==> src/rtl/gf_mul_pkg.sv <==
// Shared definitions for the GF multiplier scheduler: state encoding and parameter defaults.
package gf_mul_pkg;

  localparam int LAT_DEF   = 7;
  localparam int HOLD_DEF  = 1;
  localparam int DEPTH_DEF = 4;

  typedef enum logic {
    IDLE,
    ISSUE
  } state_e;

  // Width of a counter that holds values 0..n-1, never narrower than one bit.
  function automatic int cnt_width(input int n);
    return (n > 1) ? $clog2(n) : 1;
  endfunction

endpackage

==> src/rtl/gf_res_fifo.sv <==
// Result buffer: shift-register FIFO whose head is itself a register, so dout/empty/full
// come straight from flops.
module gf_res_fifo
  import gf_mul_pkg::*;
#(
  parameter int DEPTH = DEPTH_DEF,
  parameter int W     = 32,
  parameter int CW    = cnt_width(DEPTH + 1)
) (
  input  logic          clk_i,
  input  logic          rst_n_i,
  input  logic          push_i,
  input  logic [W-1:0]  din_i,
  input  logic          pop_i,
  output logic [W-1:0]  dout_o,
  output logic          full_o,
  output logic          empty_o,
  output logic [CW-1:0] count_o
);

  logic [W-1:0]  data_q [DEPTH];
  logic [W-1:0]  data_d [DEPTH];
  logic [CW-1:0] cnt_q, cnt_d, wr_idx;
  logic          full_q, empty_q;
  logic          do_push, do_pop;

  assign do_pop  = pop_i && !empty_q;
  assign do_push = push_i && !full_q;

  always_comb begin
    data_d = data_q;
    wr_idx = cnt_q - CW'(do_pop);
    if (do_pop) begin
      for (int i = 0; i < DEPTH - 1; i++) data_d[i] = data_q[i+1];
      data_d[DEPTH-1] = '0;
    end
    // Write lands just behind the last valid entry after any shift.
    if (do_push) begin
      for (int i = 0; i < DEPTH; i++) begin
        if (CW'(i) == wr_idx) data_d[i] = din_i;
      end
    end
    cnt_d = cnt_q + CW'(do_push) - CW'(do_pop);
  end

  always_ff @(posedge clk_i) begin
    if (!rst_n_i) begin
      for (int i = 0; i < DEPTH; i++) data_q[i] <= '0;
      cnt_q   <= '0;
      full_q  <= 1'b0;
      empty_q <= 1'b1;
    end else begin
      data_q  <= data_d;
      cnt_q   <= cnt_d;
      full_q  <= (cnt_d == CW'(DEPTH));
      empty_q <= (cnt_d == '0);
    end
  end

  assign dout_o  = data_q[0];
  assign full_o  = full_q;
  assign empty_o = empty_q;
  assign count_o = cnt_q;

endmodule

==> src/rtl/gf_mul_sched.sv <==
// Issue scheduler for an external GF(2^32) multiplier array; results return in order via a FIFO.
// Optional performance counters are enabled by defining GF_MUL_SCHED_PERF_EN.
module gf_mul_sched
  import gf_mul_pkg::*;
#(
  parameter int LAT   = LAT_DEF,
  parameter int HOLD  = HOLD_DEF,
  parameter int DEPTH = DEPTH_DEF
) (
  input  logic        clk,
  input  logic        rst,
  input  logic        req_valid,
  output logic        req_ready,
  input  logic [31:0] req_a,
  input  logic [31:0] req_b,
  input  logic [31:0] req_g,
  output logic        res_valid,
  input  logic        res_ready,
  output logic [31:0] res_p,
  output logic [31:0] arr_ai,
  output logic [31:0] arr_bi,
  output logic [31:0] arr_gi,
  output logic        arr_ctr,
  input  logic [31:0] arr_po
`ifdef GF_MUL_SCHED_PERF_EN
  ,
  output logic [15:0] perf_ops,
  output logic [15:0] perf_stall
`endif
);

  localparam int HW = cnt_width(HOLD);
  localparam int CW = cnt_width(DEPTH + 1);

  state_e          state_q;
  logic [HW-1:0]   hold_q;
  logic            ctr_q;
  logic [31:0]     ai_q, bi_q, gi_q;
  logic [LAT-1:0]  tok_q, tok_d;
  logic [CW-1:0]   total_q, total_d;
  logic            last_slot, credit_ok, accept, pop, push;
  logic            fifo_full, fifo_empty;
  logic [CW-1:0]   fifo_count;

  assign last_slot = (state_q == ISSUE) && (hold_q == '0);
  assign credit_ok = total_q < CW'(DEPTH);
  // Gating with rst keeps ready low while reset is held, whatever state the flops are in.
  assign req_ready = rst && credit_ok && ((state_q == IDLE) || last_slot);
  assign accept    = req_valid && req_ready;
  assign pop       = res_valid && res_ready;
  assign push      = tok_q[LAT-1];

  always_ff @(posedge clk) begin
    if (!rst) begin
      state_q <= IDLE;
      hold_q  <= '0;
      ctr_q   <= 1'b0;
      ai_q    <= '0;
      bi_q    <= '0;
      gi_q    <= '0;
    end else begin
      ctr_q <= accept;
      if (accept) begin
        state_q <= ISSUE;
        hold_q  <= HW'(HOLD - 1);
        ai_q    <= req_a;
        bi_q    <= req_b;
        gi_q    <= req_g;
      end else if (state_q == ISSUE) begin
        if (hold_q != '0) begin
          hold_q <= hold_q - 1'b1;
        end else begin
          state_q <= IDLE;
          ai_q    <= '0;
          bi_q    <= '0;
          gi_q    <= '0;
        end
      end
    end
  end

  always_comb begin
    tok_d    = tok_q << 1;
    tok_d[0] = ctr_q;
    total_d  = total_q + CW'(accept) - CW'(pop);
  end

  always_ff @(posedge clk) begin
    if (!rst) begin
      tok_q   <= '0;
      total_q <= '0;
    end else begin
      tok_q   <= tok_d;
      total_q <= total_d;
    end
  end

  gf_res_fifo #(
    .DEPTH (DEPTH),
    .W     (32),
    .CW    (CW)
  ) u_fifo (
    .clk_i   (clk),
    .rst_n_i (rst),
    .push_i  (push),
    .din_i   (arr_po),
    .pop_i   (res_ready),
    .dout_o  (res_p),
    .full_o  (fifo_full),
    .empty_o (fifo_empty),
    .count_o (fifo_count)
  );

  assign res_valid = !fifo_empty;
  assign arr_ai    = ai_q;
  assign arr_bi    = bi_q;
  assign arr_gi    = gi_q;
  assign arr_ctr   = ctr_q;

  // Credit accounting must make overflow impossible; buffered results never exceed the credit total.
  always_ff @(posedge clk) begin
    if (rst) begin
      assert (!(push && fifo_full)) else $error("gf_mul_sched: push into full result fifo");
      assert (fifo_count <= total_q) else $error("gf_mul_sched: fifo occupancy exceeds credit total");
    end
  end

`ifdef GF_MUL_SCHED_PERF_EN
  logic [15:0] perf_ops_q, perf_stall_q;

  always_ff @(posedge clk) begin
    if (!rst) begin
      perf_ops_q   <= '0;
      perf_stall_q <= '0;
    end else begin
      if (pop && (perf_ops_q != 16'hFFFF)) perf_ops_q <= perf_ops_q + 16'd1;
      if (req_valid && !req_ready && (perf_stall_q != 16'hFFFF)) perf_stall_q <= perf_stall_q + 16'd1;
    end
  end

  assign perf_ops   = perf_ops_q;
  assign perf_stall = perf_stall_q;
`endif

endmodule
==> config.mk <==
export PLATFORM = sky130hd
export DESIGN_NAME = gf_mul_sched
export DESIGN_NICKNAME = d
export VERILOG_FILES = /design/src/rtl/gf_mul_pkg.sv /design/src/rtl/gf_res_fifo.sv /design/src/rtl/gf_mul_sched.sv
export SDC_FILE = /design/constraint.sdc
export NUM_CORES = 1
export LEC_CHECK = 0
export BUFFER_PORTS_ARGS = -buffer_cell sky130_fd_sc_hd__buf_2
export CAP_MARGIN = 10
export CORE_ASPECT_RATIO = 1.1
export CORE_UTILIZATION = 50
export CTS_BUF_LIST = sky130_fd_sc_hd__clkbuf_8
export DETAILED_ROUTE_END_ITERATION = 8
export GPL_TIMING_DRIVEN = 0
export PLACE_DENSITY = 0.76
export SKIP_LAST_GASP = 1
export SLEW_MARGIN = 30
export SYNTH_ARGS = -nofsm -noshare
export SYNTH_HDL_FRONTEND = slang
export SYNTH_SLANG_ARGS = --single-unit
export TNS_END_PERCENT = 100
==> constraint.sdc <==
create_clock -name clk -period 5.8 [get_ports clk]
set_input_delay 0.29 -clock clk [delete_from_list [all_inputs] [get_ports clk]]
set_output_delay 0.29 -clock clk [all_outputs]
set_load 0.01 [all_outputs]
# Word-level counts from Yosys, hierarchy flattened
# Cells that the tools add are included.
[word_totals]
ff_bits = 242
in_bits = 132
out_inout_bits = 131
elab_cells = 59
[classes]
add_sub_neg = 6
order_cmp = 1
n_eq_ne = 5
muxes = 15
bitwise_logic = 3
n_reduce_logical = 14
[ops]
columns = ["op", "n"]
rows = [
  ["$mux 32", 9],
  ["$mux 128", 2],
  ["$sub 3x1->3", 3],
  ["$add 3x1->3", 2],
  ["$eq 2x3->1 const A", 2],
  ["$logic_and 1x1->1", 6],
  ["$logic_not 3->1", 2],
  ["$mux 1", 4],
  ["$eq 1x3->1 const A", 1],
  ["$eq 3x3->1 const B", 1],
  ["$lt 3x3->1 const B", 1],
  ["$not 1->1", 3],
  ["$logic_not 1->1", 2],
  ["$ne 2x1->1 const B", 1],
  ["$reduce_and 2->1", 1],
  ["$reduce_bool 2->1", 1],
  ["$reduce_or 2->1", 1],
  ["$logic_or 1x1->1", 1],
  ["$sub 1x1->1 const B", 1],
]

# Depth between registers and ports, before layout
# Gate-level depths: netlist of run 1.
[depth]
ltp_word = 7
mapped_depth = 12
depth_no_buf = 9

# Hierarchy
# Synthesis of run 1 repeated with hierarchy kept, for this count alone.
[unflattened]
hier_cells = 1237
hier_area_um2 = 11883.9
[modules_own_cells]
columns = ["module", "instances", "cells_per_inst", "area_each_um2", "seq_area_each_um2"]
rows = [
  ["gf_res_fifo", 1, 774, 7538.5, 2662.6],
  ["gf_mul_sched", 1, 463, 4345.4, 2142.1],
]

# Worst setup path before layout of run 1
# No wires, ideal clock.
[synth_timing]
path_type = "register to register"
from = "register total_q[2]"
to = "register total_q[2]"
setup_time_ps = 115
t_arrival_ps = 2432
t_required_ps = 5685
path_slack_ps = 3253
stages_incl_launch_ff = 13
path_buffers = 3
synth_period_minus_slack_ps = 2547
cell_sequence = "dfxtp_1 -> and3b_1 -> clkbuf_1 -> clkbuf_1 -> buf_2 -> inv_1 -> ha_1 -> inv_1 -> ha_1 -> fa_1 -> xor2_1 -> xnor2_1 -> and2_1"
[synth_via]
elab_chain_cells = 6
[synth_lines]
columns = ["item", "line_no", "text"]
rows = [
  ["start: declaration", "gf_mul_sched.sv:40", "logic [CW-1:0] total_q, total_d;"],
  ["start signal: assignment", "gf_mul_sched.sv:94", "total_q <= total_d;"],
  ["$lt 3x3->1", "gf_mul_sched.sv:46", "assign credit_ok = total_q < CW'(DEPTH);"],
  ["$logic_and 1x1->1 (2 in a row)", "gf_mul_sched.sv:48", "assign req_ready = rst && credit_ok && ((state_q == IDLE) || last_slot);"],
  ["$logic_and 1x1->1", "gf_mul_sched.sv:49", "assign accept = req_valid && req_ready;"],
  ["$add 3x1->3 *", "gf_mul_sched.sv:85", "total_d = total_q + CW'(accept) - CW'(pop);"],
  ["$sub 3x1->3 *", "gf_mul_sched.sv:85", ""],
]
# Every way passes the cells marked *; elsewhere a longest branch is shown, timed or not.
# A chain may end at the register's enable or synchronous reset.

# Worst setup path after layout of run 1
[layout_timing]
from = "register u_fifo.empty_q (netlist: u_fifo.empty_o)"
to = "register u_fifo.data_q, in the netlist u_fifo.dout_o[4]"
[layout_via]
elab_chain_cells = 6
elab_cells_between_ends = 7
classes_between = "add/sub (1); mux (3); reduce/logical (3)"
[layout_lines]
columns = ["item", "line_no", "text"]
rows = [
  ["start: declaration", "gf_res_fifo.sv:24", "logic full_q, empty_q;"],
  ["start signal: assignment", "gf_res_fifo.sv:56", "empty_q <= (cnt_d == '0);"],
  ["$logic_not 1->1 *", "gf_res_fifo.sv:27", "assign do_pop = pop_i && !empty_q;"],
  ["$logic_and 1x1->1 *", "gf_res_fifo.sv:27", ""],
  ["$sub 3x1->3", "gf_res_fifo.sv:32", "wr_idx = cnt_q - CW'(do_pop);"],
  ["$logic_not 3->1", "gf_res_fifo.sv:40", "if (CW'(i) == wr_idx) data_d[i] = din_i;"],
  ["$mux 32", "gf_res_fifo.sv:40", ""],
  ["$mux 128 *", "gf_res_fifo.sv:38", "if (do_push) begin"],
  ["end signal: assignment", "gf_res_fifo.sv:53", "data_q <= data_d;"],
  ["end: declaration", "gf_res_fifo.sv:21", "logic [W-1:0] data_q [DEPTH];"],
]
# Marked as above.

==> impl_metrics.ini, run 1 <==
[hold_path]
hold_class = primary input to register

[grt]
first_global_vias = 8322
grt.overflow.total = 0
grt_start_max_net_pins = 11
grt_pass1_wl_um = 43200
grt_usage_pct = 26.6
antenna_found_initial = 5

[cts]
insertion_delay_ps = 520
clkTransAtPathRegs_ps = 60
tritoncts = done
cts_max_level = 2
clock-root-buffer = clkbuf_8
cts.repair.resized = 0
clock_sinks = 240
cts_made_buffers = 39
cts_buffer_depth = 3
post_cts_buffers = 0

[sta]
worst_slew_pin_slew_ps = 889
finalSetupTns_ps = 0
final_hold_viol_count = 0
finalCritPeriodShare_pct = 54.4
holdWs_ps = 22.6
max_freq_mhz = 317
finalSetupViolCount = 0
fin_worst_skew_ps = 15.0
min_period_ps = 3160
rsz0062_at_grt = false
slew_viol_final = 0
slew_headroom_pct = 40.8

[worst_setup_path]
cp.arrival_ps = 3560
path_max_fanout = 10
critPathSlowestCell = buf_1
critical_path_class = register to register
required_ps = 6200
crit_chain = nand2b_4 > inv_4 > buf_1 > nand2b_1 > inv_1 > ha_1 > xnor2_1 > nand3b_1 > buf_2 > clkbuf_1 > o31ai_1 > a21oi_1
end_kind = register
slowest_delay_ps = 690
start_kind = register

[logic_synthesis]
post-synth-top-count-cell = dfxtp_1
synth-seq-cells = 240
synth_flop_cell = dfxtp_1
avgSynthCellArea_um2 = 9.78
synth-edff-count = 0
syn-num-nets = 1173
yosysSeqAreaShare_pct = 47.5
synth_area_um2 = 10100
synth_area_leaders = dfxtp_1 48%, a21oi_1 9.6%, mux2i_1 9.5%
yosysUniqueCellTypes = 28
async_reset_ff_share_pct = 0
synth_largest_area_cell = dfxtp_1
ys.warnings.count = 0
netlist_instances = 1034
yosys.area.top_type_share_pct = 47.5
yosys-top-cells-count = 240 x dfxtp_1, 193 x a21oi_1, 98 x nor2b_1, 97 x nor3b_1, 97 x o31ai_1

[floorplan]
core_area_um2 = 19800
die_area_um2 = 20800
die_w_um = 138
fp.dieH_um = 151
io_pins = 263
std_cell_rows = 54
initial_core_util_pct = 51.1

[layout]
drive_above_1_share_pct = 28.1
area_growth_pct = 25.0
fin_nets = 1488

[power_and_ir_drop]
p_leak_nw = 5.41
p_per_area_nw_per_um2 = 320
ir_worst_vdd_mv = 0.172
total_power_w = 0.00404

[detailed_routing]
vias = 8863
ant_nets = 0
wl_per_cell_um = 17.4
wirelength_um = 28400
drc = 0
drt-initial-drc-count = 390
vias_per_cell = 5.43
drtPass1Iterations = 4

[job]
max_cap_violations = 0

[placed_design]
gp_congestion = 0.860
port_buffers = 262
hpwl_um = 20300

[run_status]
outcome = completed
## report_power, final
group	total (W)	leakage, nW	switching (W)	internal (W)
clock network	0.00144	0.449	0.000658	0.000785
logic	0.000842	3.02	0.000527	0.000315
registers	0.00176	1.94	0.0000380	0.00172
total	0.00404	5.41	0.00122	0.00282
## logic make-up (layout without fill, tap and decap cells)
logic type / after synthesis / in the layout / synth area share (%)
other: 0 / 5 / 0
AOI/OAI and AO/OA: 322 / 322 / 19.5
xor gates and xnor gates: 6 / 6 / 0.705
adders and majority gates: 7 / 7 / 1.01
buffers and inverters: 144 / 486 / 6.95
and+or+nand+nor: 219 / 219 / 14.8
muxes: 96 / 96 / 9.50
DFF: 240 / 240 / 47.5
## registers in the layout, summed over array words and instances (netlist names)
register        flops
u_fifo.dout_o      32
u_fifo.data_q      96
tok_q               7
u_fifo.full_o       1
u_fifo.empty_o      1
arr_ai             32
arr_gi             32
state_q             1
total_q             3
u_fifo.count_o      3
arr_bi             32
## routing by layer
metal	track usage, %	share of wire [%]	wire [um]	up-vias
li1	-	-	-	4308
met1	32.7	42	12000	4200
met2	45.3	49	13900	296
met3	5.72	6.8	1930	59
met4	10.3	2.4	680	0
met5	0	0	0	-
## worst max-delay path: cells and delay by family, from the launching register on
family,cells,cell delay [ps]
compound gates,2,420
fa+ha+maj,1,150
simple gates,3,540
xor+xnor,1,160
buf+inv,5,1420
flops,1,340
## final cells by class
class                      count  area [um^2]
antenna                        5         12.5
buffer                       135          667
clock buffer                  51          702
clock inverter                17         71.3
fill                        1713         7150
inverter                       9         36.3
multi-input combinational    650         4610
sequential                   240         4800
tap                          252          315
timing repair buffer         274         1430
## what timing repair did
item,in CTS,in global routing
endpoints found under the hold margin,12,0
hold buffers,12,0
setup endpoints to repair,0,0
## placed cells by master (no fill, tap or decap), types with 6 or more instances in the layout
master | synthesis | routed
buf_4 | 32 | 32
inv_1 | 7 | 18
nor2b_1 | 98 | 98
buf_1 | 18 | 18
a22o_1 | 32 | 32
buf_2 | 32 | 294
clkbuf_8 | 0 | 51
a21oi_1 | 193 | 193
and2_1 | 13 | 13
nor3b_1 | 97 | 97
mux2i_1 | 96 | 96
dfxtp_1 | 240 | 240
dlygate4sd3_1 | 0 | 12
clkbuf_1 | 53 | 53
clkinv_2 | 0 | 6
o31ai_1 | 97 | 97
## through the flow
stage	instance area [um^2]	utilization [%]	setup WS (ps)	std cells
6_report	12600	63.9	2640	1633
5_1_grt	12600	63.9	2460	1631
4_1_cts	12600	63.8	2660	1628
3_5_place_dp	11700	59.3	2700	1548
3_3_place_gp	11700	59.3	2720	1548
2_1_floorplan	10100	-	3250	1034
## worst paths after layout
check                      start                to  slack, ps  cells past startpoint
setup / recovery  u_fifo.empty_o  u_fifo.dout_o[4]       2640                     12
setup reg to reg  u_fifo.empty_o  u_fifo.dout_o[4]       2640                     12
hold reg to reg         tok_q[4]          tok_q[5]        430                      1
hold / removal         req_g[24]        arr_gi[24]         20                      3
Power figures use the tool's default switching activity.
==> inputs of run 2 (changes only) <==
==> constraint.sdc (replaced) <==
create_clock -name clk -period 3.2 [get_ports clk]
set_input_delay 0.16 -clock clk [delete_from_list [all_inputs] [get_ports clk]]
set_output_delay 0.16 -clock clk [all_outputs]
set_load 0.01 [all_outputs]
==> run 2 against run 1 <==
First-iteration DRC count increased by 28%. Hold slack improved by 220 ps. Maximum frequency increased by 7.2%. Sequential cell count unchanged. Non-clock buffer count increased by 115. Clock power increased by 83%. Core utilization increased by 5.8 points. Critical path depth unchanged.
==> impl_metrics.ini, run 2 (synthesis results as in run 1) <==
[floorplan]
fp.dieH_um = 151
initial_core_util_pct = 51.1
io_pins = 263
std_cell_rows = 54
core_area_um2 = 19800
die_area_um2 = 20800
die_w_um = 138

[worst_setup_path]
slowest_delay_ps = 410
reg2reg_depth = 12
required_ps = 3620
cpLargestDelayFamily = adder cells
cp.arrival_ps = 3360
critPathSlowestCell = fa_1
crit_buf_inv = 5
r2r_start = total_q[2]
crit_chain = and3b_1 > clkbuf_1 > clkbuf_2 > buf_2 > inv_1 > ha_1 > inv_1 > ha_1 > fa_1 > xor2_1 > xnor2_1 > and2_1
critical_path_class = register to register
start_kind = register
r2r-end = total_q[2]
r2r_setup_slack_ps = 260
end_kind = register
path_max_fanout = 10

[hold_path]
hp-start = res_ready
holdPathEnd = u_fifo.data_q[63]
holdPathStages = 5
hold_class = primary input to register

[cts]
tritoncts = done
insertion_delay_ps = 530
clock-root-buffer = clkbuf_8
clkTransAtPathRegs_ps = 70
cts_max_level = 2
clock_sinks = 240
cts_made_buffers = 39
cts_buffer_depth = 3
post_cts_buffers = 0

[detailed_routing]
vias_per_cell = 5.51
wirelength_um = 31900
ant_nets = 0
wl_per_cell_um = 18.3
drt-initial-drc-count = 498
vias = 9628
drtPass1Iterations = 5
drc = 0

[grt]
grt.overflow.total = 0
grt_usage_pct = 30.3
grt_pass1_wl_um = 49200
first_global_vias = 9431
grt_start_max_net_pins = 11
antenna_found_initial = 3

[power_and_ir_drop]
sw_frac_of_total_pct = 30.5
p_sw_w = 0.00229
ir_worst_vdd_mv = 0.306
total_power_w = 0.00749
combPwrFrac_pct = 22.2
internal-power_w = 0.00520
p_per_area_nw_per_um2 = 543
p_seq_share_pct = 42.6
p_leak_nw = 5.90
clock_power_share_pct = 35.1

[sta]
finalSetupViolCount = 0
rsz0062_at_grt = false
final_hold_viol_count = 0
max_freq_mhz = 340
slew_viol_final = 0
worst_slew_pin_slew_ps = 866
slew_headroom_pct = 42.3
fin_worst_skew_ps = 12.3
min_period_ps = 2940
finalSetupTns_ps = 0
finalCritPeriodShare_pct = 92.0
fin_ws_ps = 256

[layout]
drive_above_1_share_pct = 26.0
largest_register_ffs = 96
final_common_cell = buf_2
mostFrequentLayoutCells = 294 x buf_2, 240 x dfxtp_1, 193 x a21oi_1
area_growth_pct = 36.5
fin_nets = 1603
multi_input_area_um2 = 4610
ff_latch_area_um2 = 4800
n_fill_cell = 1503
largest-register = u_fifo.data_q

[run_status]
outcome = completed

[job]
max_cap_violations = 0

[placed_design]
port_buffers = 262
gp_congestion = 0.860
hpwl_um = 20300
dp_worst_setup_slack_ps = 126
## run 2: cell count changes in the layout (fill, tap and decap cells not counted), sizes merged
cell / previous run / this run
dlygate4sd3: 12 / 128
diode: 5 / 4
buf: 344 / 343
## run 2: per-stage QoR
step,instances,hold slack [ps],instance area (um^2),util (%)
final,1747,244,13800,69.7
after global routing,1745,252,13800,69.7
after CTS,1744,224,13800,69.7
after detailed placement,1548,416,11700,59.3
after global placement,1548,408,11700,59.3
after floorplan,1034,286,10100,-
## run 2: worst max-delay path by stage
stage	startpoint	slack, ps	cells past startpoint	end
floorplan	total_q[2]	650	12	total_q[2]
global placement	total_q[2]	150	12	total_q[2]
detailed placement	total_q[2]	130	12	total_q[2]
CTS	total_q[2]	60	12	total_q[2]
global route	total_q[2]	60	12	total_q[2]
finish	total_q[2]	260	12	total_q[2]
## run 2: power by group through the flow
stage	Combinational, W	Sequential (W)	Clock, W
after CTS	0.00164	0.00319	0.00266
after floorplan	0.000955	0.00328	0
final	0.00167	0.00319	0.00263
after detailed placement	0.00150	0.00325	0
after global routing	0.00180	0.00320	0.00282
after global placement	0.00148	0.00324	0
## run 2: timing repair
item | 4_1_cts | 5_1_grt
hold endpoints to repair | 222 | 0
hold buffers | 128 | 0
gates resized for setup | 0 | 2
setup endpoints to repair | 0 | 98
## run 2: cell type report
type | count | share of cell area [%]
clock inverter | 17 | 0.517
tap | 252 | 2.28
inverter | 9 | 0.263
buffer | 134 | 4.81
multi-input combinational | 650 | 33.4
clock buffer | 51 | 5.09
sequential | 240 | 34.8
timing repair buffer | 390 | 18.8
antenna | 4 | 0.0725
## run 2: worst register-to-register path, delay by kind of cell, from the launching register on
kind / cells / cell delay, ps
DFF: 1 / 350
and+or+nand+nor: 2 / 420
adders and majority gates: 3 / 890
buffers and inverters: 5 / 880
xor gates and xnor gates: 2 / 300
## run 2: metal layers
layer | vias to the layer above | global-route usage (%) | share of wire, %
li1 | 4537 | - | -
met1 | 4561 | 35.3 | 40
met2 | 423 | 51.0 | 48
met3 | 105 | 7.53 | 7.4
met4 | 2 | 15.9 | 4.3
met5 | - | 0 | 0.031
==> inputs of run 3 (changes only) <==
==> constraint.sdc (replaced) <==
create_clock -name clk -period 3.05 [get_ports clk]
set_input_delay 0.1525 -clock clk [delete_from_list [all_inputs] [get_ports clk]]
set_output_delay 0.1525 -clock clk [all_outputs]
set_load 0.01 [all_outputs]
==> run 3 against run 2 <==
Clock skew rose by 1.1 ps. Core utilization about the same. Final cell count about the same. Die area did not move. Largest power group unchanged. Setup slack worse by 73 ps. Critical path depth unchanged. Sequential cell count unchanged. Clock power grew 5%. Largest cell class unchanged. Sequential power up 5%. Cell area about the same. Via count increased by 0.10%.
==> impl_metrics.ini, run 3 (synthesis results as in run 1) <==
[run_status]
outcome = completed

[worst_setup_path]
r2r_setup_slack_ps = 180
path_max_fanout = 10
required_ps = 3470
critical_path_class = register to register
slowest_delay_ps = 410
cpLargestDelayFamily = adder cells
end_kind = register
critPathSlowestCell = fa_1
start_kind = register
reg2reg_depth = 12
r2r_start = total_q[2]
crit_chain = and3b_1 > clkbuf_1 > clkbuf_4 > clkbuf_4 > inv_1 > ha_1 > inv_1 > ha_1 > fa_1 > xor2_1 > xnor2_1 > and2_1
cp.arrival_ps = 3290
crit_buf_inv = 5
r2r-end = total_q[2]

[placed_design]
placed_cell_area_um2 = 11700
dp_worst_setup_slack_ps = -23.9
port_buffers = 262
gp_congestion = 0.860
hpwl_um = 20300

[floorplan]
std_cell_rows = 54
die_area_um2 = 20800
die_w_um = 138
core_area_um2 = 19800
initial_core_util_pct = 51.1
fp.dieH_um = 151
io_pins = 263

[detailed_routing]
drtPass1Iterations = 5
wirelength_um = 32200
drt-initial-drc-count = 469
vias_per_cell = 5.51
vias = 9638
wl_per_cell_um = 18.4
drc = 0
ant_nets = 0

[power_and_ir_drop]
p_leak_nw = 5.90
ir_worst_vdd_mv = 0.320
p_per_area_nw_per_um2 = 569

[sta]
rsz0062_at_grt = false
fin_worst_skew_ps = 13.4
slew_viol_final = 0
max_freq_mhz = 349
finalSetupTns_ps = 0
finalCritPeriodShare_pct = 94.0
worst_slew_pin_slew_ps = 858
fin_ws_ps = 183
finalSetupViolCount = 0
final_hold_viol_count = 0
min_period_ps = 2870
holdWs_ps = 236
slew_headroom_pct = 42.8

[grt]
grt_usage_pct = 30.5
grt_start_max_net_pins = 18
grt_pass1_wl_um = 49400
first_global_vias = 9416
antenna_found_initial = 3
grt.overflow.total = 0

[cts]
clkTransAtPathRegs_ps = 70
tritoncts = done
cts_made_buffers = 39
clock-root-buffer = clkbuf_8
insertion_delay_ps = 530
cts_max_level = 2
cts_buffer_depth = 3
post_cts_buffers = 0
clock_sinks = 240

[layout]
drive_above_1_share_pct = 26.0
fin_nets = 1603
largest_register_ffs = 96
design_area_um2 = 13800
mostFrequentLayoutCells = 293 x buf_2, 240 x dfxtp_1, 193 x a21oi_1
final_common_cell = buf_2
area_growth_pct = 36.5
largest-register = u_fifo.data_q
final_core_util_pct = 69.8

[hold_path]
hp-start = res_ready
hold_class = primary input to register
holdPathStages = 5
holdPathEnd = u_fifo.data_q[63]

[job]
max_cap_violations = 0
-- run 3: cell types whose count changed in the layout (fill, tap and decap cells not counted), sizes merged --
cell	before	now
diode	4	5
clkbuf	104	105
buf	343	342
-- run 3: repair_timing --
action                                  4_1_cts  5_1_grt
endpoints found under the setup margin        9        1
resized for setup                             1        3
pin swaps                                     0        0
hold endpoints to repair                    223        0
hold buffers                                128        0
-- run 3: cell type report --
| class | count | area [um^2] |
|---|---|---|
| Multi-Input combinational cell | 650 | 4610 |
| Inverter | 9 | 36.3 |
| Buffer | 134 | 669 |
| Clock inverter | 17 | 71.3 |
| Timing Repair Buffer | 390 | 2590 |
| Fill cell | 1503 | 5990 |
| Sequential cell | 240 | 4800 |
| Tap cell | 252 | 315 |
| Clock buffer | 51 | 702 |
| Antenna cell | 5 | 12.5 |
-- run 3: report_power, final --
part / internal, W / switching [W] / leakage [nW]
clock: 0.00149 / 0.00126 / 0.449
combinational: 0.000697 / 0.00106 / 3.50
sequential: 0.00327 / 0.0000790 / 1.94
-- run 3: per-layer routing --
| layer | vias up | GRT usage, % | wire, um | part of all wire [%] |
|---|---|---|---|---|
| met1 | 4542 | 35.6 | 12700 | 39 |
| li1 | 4542 | - | - | - |
| met2 | 432 | 51.2 | 15600 | 48 |
| met4 | 2 | 16.1 | 1450 | 4.5 |
| met3 | 120 | 7.66 | 2460 | 7.6 |
| met5 | - | 0 | 10 | 0.031 |
-- run 3: worst min-delay path: stages --
cell	delay [ps]
buf_2	120
nand2b_4	80
inv_4	120
mux2i_1	170
a21oi_1	70
-- run 3: worst max path at each step --
stage	start	to	slack [ps]	depth (start not counted)
floorplan	total_q[2]	total_q[2]	500	12
global placement	total_q[2]	total_q[2]	-0.2	12
detailed placement	total_q[2]	total_q[2]	-20	12
CTS	total_q[2]	total_q[2]	90	12
global route	total_q[2]	total_q[2]	20	12
finish	total_q[2]	total_q[2]	180	12
-- run 3: per-stage QoR --
step / power [W] / std cells
floorplan: 0.00444 / 1034
global placement: 0.00496 / 1548
detailed placement: 0.00499 / 1548
CTS: 0.00784 / 1743
global route: 0.00821 / 1745
finish: 0.00786 / 1748
